## config.mk

```make
export PLATFORM = sky130hd
export DESIGN_NAME = alu_share_arb
export DESIGN_NICKNAME = d
export VERILOG_FILES = /design/src/rtl/alu_share_arb.sv
export SDC_FILE = /design/constraint.sdc
export NUM_CORES = 1
export LEC_CHECK = 0
export ABC_AREA = 1
export CORE_MARGIN = 2
export CORE_UTILIZATION = 40
export CTS_CLUSTER_DIAMETER = 120
export DETAILED_ROUTE_END_ITERATION = 10
export PLACE_DENSITY = 0.78
export SLEW_MARGIN = 20
export SYNTH_ARGS = -nofsm -noshare
export SYNTH_HDL_FRONTEND = slang
export SYNTH_SLANG_ARGS = --single-unit
```

## constraint.sdc

```tcl
create_clock -name clk -period 1.7 [get_ports clk]
set_input_delay 0.34 -clock clk [delete_from_list [all_inputs] [get_ports clk]]
set_output_delay 0.34 -clock clk [all_outputs]
set_load 0.01 [all_outputs]
```

## src/rtl/alu_share_arb.sv

```systemverilog
// Two-requester front end for one shared combinational RV32 ALU: ISS register feeds the ALU,
// WB register holds the tagged result. Define ALU_ARB_RR_EN for round-robin, else requester 0 wins.
module alu_share_arb #(
  parameter int XLEN  = 32,
  parameter int CNT_W = 16
) (
  input  logic             clk,
  input  logic             rst,
  input  logic             req0_valid,
  output logic             req0_ready,
  input  logic [2:0]       req0_fnc3,
  input  logic             req0_fnc1,
  input  logic [XLEN-1:0]  req0_rs1,
  input  logic [XLEN-1:0]  req0_rs2,
  input  logic             req1_valid,
  output logic             req1_ready,
  input  logic [2:0]       req1_fnc3,
  input  logic             req1_fnc1,
  input  logic [XLEN-1:0]  req1_rs1,
  input  logic [XLEN-1:0]  req1_rs2,
  output logic [2:0]       alu_fnc3,
  output logic             alu_fnc1,
  output logic [XLEN-1:0]  alu_rs1,
  output logic [XLEN-1:0]  alu_rs2,
  input  logic [XLEN-1:0]  alu_rd,
  output logic             rsp_valid,
  input  logic             rsp_ready,
  output logic             rsp_id,
  output logic [XLEN-1:0]  rsp_rd,
  output logic [CNT_W-1:0] gnt_cnt0,
  output logic [CNT_W-1:0] gnt_cnt1
);

  logic             iss_v_q, iss_v_d;
  logic [2:0]       iss_fnc3_q, iss_fnc3_d;
  logic             iss_fnc1_q, iss_fnc1_d;
  logic [XLEN-1:0]  iss_rs1_q, iss_rs1_d;
  logic [XLEN-1:0]  iss_rs2_q, iss_rs2_d;
  logic             iss_id_q, iss_id_d;
  logic             rsp_valid_q, rsp_valid_d;
  logic             rsp_id_q, rsp_id_d;
  logic [XLEN-1:0]  rsp_rd_q, rsp_rd_d;
  logic [CNT_W-1:0] cnt0_q, cnt0_d;
  logic [CNT_W-1:0] cnt1_q, cnt1_d;

  logic       wb_adv, iss_adv;
  logic [1:0] gnt;
  logic       acc0, acc1, acc_any;
  logic       pref1;

`ifdef ALU_ARB_RR_EN
  logic rr_q, rr_d;
  assign pref1 = rr_q;
  assign rr_d  = acc_any ? ~acc1 : rr_q;
`else
  assign pref1 = 1'b0;
`endif

  assign wb_adv  = !rsp_valid_q || rsp_ready;
  assign iss_adv = !iss_v_q || wb_adv;

  // With no one valid the preferred requester holds the grant, so exactly one ready can be high.
  always_comb begin
    gnt = 2'b01;
    if (req0_valid && (!req1_valid || !pref1)) gnt = 2'b01;
    else if (req1_valid)                       gnt = 2'b10;
    else if (pref1)                            gnt = 2'b10;
  end

  assign req0_ready = iss_adv && gnt[0];
  assign req1_ready = iss_adv && gnt[1];
  assign acc0       = req0_valid && req0_ready;
  assign acc1       = req1_valid && req1_ready;
  assign acc_any    = acc0 || acc1;

  always_comb begin
    iss_v_d     = iss_v_q;
    iss_fnc3_d  = iss_fnc3_q;
    iss_fnc1_d  = iss_fnc1_q;
    iss_rs1_d   = iss_rs1_q;
    iss_rs2_d   = iss_rs2_q;
    iss_id_d    = iss_id_q;
    rsp_valid_d = rsp_valid_q;
    rsp_id_d    = rsp_id_q;
    rsp_rd_d    = rsp_rd_q;
    if (iss_adv) begin
      iss_v_d = acc_any;
      if (acc_any) begin
        iss_fnc3_d = acc1 ? req1_fnc3 : req0_fnc3;
        iss_fnc1_d = acc1 ? req1_fnc1 : req0_fnc1;
        iss_rs1_d  = acc1 ? req1_rs1  : req0_rs1;
        iss_rs2_d  = acc1 ? req1_rs2  : req0_rs2;
        iss_id_d   = acc1;
      end
    end
    // WB payload only changes when a new result lands, keeping rsp_* stable otherwise.
    if (wb_adv) begin
      rsp_valid_d = iss_v_q;
      if (iss_v_q) begin
        rsp_rd_d = alu_rd;
        rsp_id_d = iss_id_q;
      end
    end
  end

  assign cnt0_d = (acc0 && (cnt0_q != {CNT_W{1'b1}})) ? cnt0_q + CNT_W'(1) : cnt0_q;
  assign cnt1_d = (acc1 && (cnt1_q != {CNT_W{1'b1}})) ? cnt1_q + CNT_W'(1) : cnt1_q;

  always_ff @(posedge clk) begin
    if (rst) begin
      iss_v_q     <= 1'b0;
      iss_fnc3_q  <= '0;
      iss_fnc1_q  <= 1'b0;
      iss_rs1_q   <= '0;
      iss_rs2_q   <= '0;
      iss_id_q    <= 1'b0;
      rsp_valid_q <= 1'b0;
      rsp_id_q    <= 1'b0;
      rsp_rd_q    <= '0;
      cnt0_q      <= '0;
      cnt1_q      <= '0;
`ifdef ALU_ARB_RR_EN
      rr_q        <= 1'b0;
`endif
    end else begin
      iss_v_q     <= iss_v_d;
      iss_fnc3_q  <= iss_fnc3_d;
      iss_fnc1_q  <= iss_fnc1_d;
      iss_rs1_q   <= iss_rs1_d;
      iss_rs2_q   <= iss_rs2_d;
      iss_id_q    <= iss_id_d;
      rsp_valid_q <= rsp_valid_d;
      rsp_id_q    <= rsp_id_d;
      rsp_rd_q    <= rsp_rd_d;
      cnt0_q      <= cnt0_d;
      cnt1_q      <= cnt1_d;
`ifdef ALU_ARB_RR_EN
      rr_q        <= rr_d;
`endif
    end
  end

  assign alu_fnc3  = iss_fnc3_q;
  assign alu_fnc1  = iss_fnc1_q;
  assign alu_rs1   = iss_rs1_q;
  assign alu_rs2   = iss_rs2_q;
  assign rsp_valid = rsp_valid_q;
  assign rsp_id    = rsp_id_q;
  assign rsp_rd    = rsp_rd_q;
  assign gnt_cnt0  = cnt0_q;
  assign gnt_cnt1  = cnt1_q;

endmodule

```

==> impl_metrics.env <==
export IMPL_final_max_slew_viol_count=0
export IMPL_fin_hold_ws_ns=0.4734
export IMPL_cap_viol_max_count=0
export IMPL_area_growth_pct=71.85
export IMPL_clock_fmax_mhz=595.5
export IMPL_max_slew_margin_pct=79.01
export IMPL_synth_nets=1005
export IMPL_drtAntennaViolNets=0
export IMPL_path_clk_slew_ns=0.06
export IMPL_num_rows=44
export IMPL_grt_pass1_wl_um=33860
export IMPL_final_cells=1342
export IMPL_grt_use_total_pct=26.89
export IMPL_period_minus_slack_ns=1.679
export IMPL_synth_top_area_share_pct=46.33
export IMPL_crit_family="buffers and inverters"
export IMPL_mappedNetlistArea_sq_mm=0.005877
export IMPL_ys_async_sr_fraction_pct=0
export IMPL_powerDensity_mw_per_mm2=905.2
export IMPL_vias_per_cell=5.198
export IMPL_post_route_util_pct=70.02
export IMPL_initialDrtViolationCount=479
export IMPL_outcome="finished, final reports clean"
export IMPL_synthCells=830
export IMPL_clk_path_buf_depth=2
export IMPL_initial_utilization_pct=40.74
export IMPL_ys_seq_area_share_pct=46.33
export IMPL_fin_crit_sh_pct=98.79
export IMPL_max_stage_delay_ns=0.58
export IMPL_wirelength_um=21570
export IMPL_cts_max_level=4
export IMPL_cp_arrival_ns=1.34
export IMPL_critPathCaptureType="primary output"
export IMPL_worst_setup_path_type="flip-flop to primary output"
export IMPL_ys_ff_latch=136
export IMPL_die_area_sq_mm=0.01568
export IMPL_slowest_stage="clkdlybuf4s50_1"
export IMPL_overflow=0
export IMPL_synth_edff_count=0
export IMPL_finish_instance_area_sq_mm=0.01010
export IMPL_cts_made_buffers=17
export IMPL_synthFlopType="dfxtp_1"
export IMPL_layout_nets=1320
export IMPL_cp_data_required_time_ns=1.36
export IMPL_drt_pass1_iterations=6
export IMPL_io_pins=309
export IMPL_grt_max_degree=71
export IMPL_placedCellCount=1309
export IMPL_insertion_delay_ns=0.42
export IMPL_mostFrequentLayoutCell="clkdlybuf4s50_1"
export IMPL_fin_setup_tns_ns=0
export IMPL_placed_area_sq_mm=0.009392
export IMPL_crit_chain="clkdlybuf4s50_1"
export IMPL_synthTopCellsByArea="dfxtp_1 (46%), nand2_1 (14%), o21ai_0 (8.7%), nor2_1 (8.2%), a31oi_1 (7.2%)"
export IMPL_yosys_area_top_type="dfxtp_1"
export IMPL_tightestPinTransition_ns=0.3149
export IMPL_dpl_hpwl_um=15380
export IMPL_globalplace_congestion=0.9034
export IMPL_cp_max_fo=2
export IMPL_ir_drop_mv=0.6114
export IMPL_skew_ns=0.006787
export IMPL_syn_avg_cell_area_sq_um=7.081
export IMPL_yosysUniqueCellTypes=30
export IMPL_port_buffers=308
export IMPL_routedWlPerCell_um=16.07
export IMPL_p_leak_nw=4.398
export IMPL_route_vias_total=6976
export IMPL_cts_sinks=136
export IMPL_start_kind="flip-flop"
export IMPL_core_area_sq_mm=0.01442
export IMPL_hold_viol_final=0
export IMPL_setup_viol=0
export IMPL_mostFrequentLayoutCells="clkdlybuf4s50_1 (249), nand2_1 (222), nor2_1 (127)"
export IMPL_diodes=0
export IMPL_cts_root_buf="clkbuf_16"
export IMPL_grt_antenna_before_repair=0
export IMPL_die_y_um=125.2
export IMPL_ys_warn_count=0
export IMPL_hp_class="flip-flop to flip-flop"
export IMPL_drc=0
export IMPL_first_global_vias=6429
export IMPL_worst_path_buf_inv=1
export IMPL_cts_hold_buffers=0
export IMPL_cts_tree="yes"
export IMPL_die_w_um=125.2
export IMPL_drive_above_1_share_pct=9.758
## layout make-up
cell class              instances  area [sq um]
flip-flops and latches        136          2741
repair buffers                345          3517
well taps                     184         230.2
clock inverters                12         172.7
fillers                      1205          4324
clock buffers                  20         456.7
multi-input cells             617          2874
inverters                      28         107.6
## worst reg2reg max path: stages, from the launching register on
cell and delay [ns]:
dfxtp_1 0.37, ha_1 0.18, nand2_1 0.10, nor2_4 0.14
nand2_1 0.11, nor2_2 0.15, nor2_2 0.04, buf_4 0.16
nand2_1 0.07, nand2_1 0.05, nor2_1 0.11
## cells by family after synthesis
kind of cell / share of synthesized area, %
flip-flops: 46.33
buffers and inverters: 5.557
XOR/XNOR: 0.4472
adder cells (fa/ha/maj): 0.4257
AND/OR/NAND/NOR: 28.02
AO/OA/AOI/OAI: 19.23
## power breakdown
part           internal, mW  switching, mW  total, mW
Clock                  2.53           1.43       3.96
Sequential             3.41          0.113       3.52
Combinational         0.948          0.713       1.66
## layer usage
layer	routed length (um)	up-vias	part of all wire [%]	track usage (%)
li1	-	3413	-	-
met1	8740	3192	41	32.32
met2	10260	301	48	43.77
met3	1587	70	7.4	7.574
met4	975	0	4.5	14.25
met5	0	-	0	0
## cell usage after synthesis, drive strengths merged, types with 2 or more instances
cell type / n
nand2: 229
nor2: 139
dfxtp: 136
o21ai: 113
a31oi: 68
buf: 28
inv: 28
a21oi: 27
nand3: 26
clkbuf: 21
nand4: 6
ha: 2
nand3b: 2
xor2: 2
## state kept, by name, summed over array words and instances, names as in the netlist, 3 cells and up
| name | cells |
|---|---|
| alu_fnc3 | 3 |
| alu_rs1 | 32 |
| alu_rs2 | 32 |
| gnt_cnt0 | 16 |
| gnt_cnt1 | 16 |
| rsp_rd | 32 |
## stage by stage
step	setup slack (ns)	power (mW)
global route	-0.005766	9.502
detailed placement	-0.3688	5.259
floorplan	0.1962	4.178
global placement	-0.3699	5.233
finish	0.02063	9.142
CTS	-0.04688	9.214
## path summary, 6_finish.rpt
| check | from | end | slack (ns) | cells after the start |
|---|---|---|---|---|
| max | alu_rs2[9] | alu_rs2[9] | 0.02 | 1 |
| min | rsp_id | rsp_id | 0.47 | 2 |
| max reg2reg | gnt_cnt1[1] | gnt_cnt1[0] | 0.15 | 10 |
| min reg2reg | rsp_id | rsp_id | 0.47 | 2 |
## what timing repair did
action / CTS / global route
endpoints found under the hold margin: 0 / 0
setup buffers: 0 / 1
gates resized for setup: 56 / 35
endpoints found under the setup margin: 40 / 42
pin swaps: 0 / 1
No activity file was read; power rests on OpenSTA's default activity.
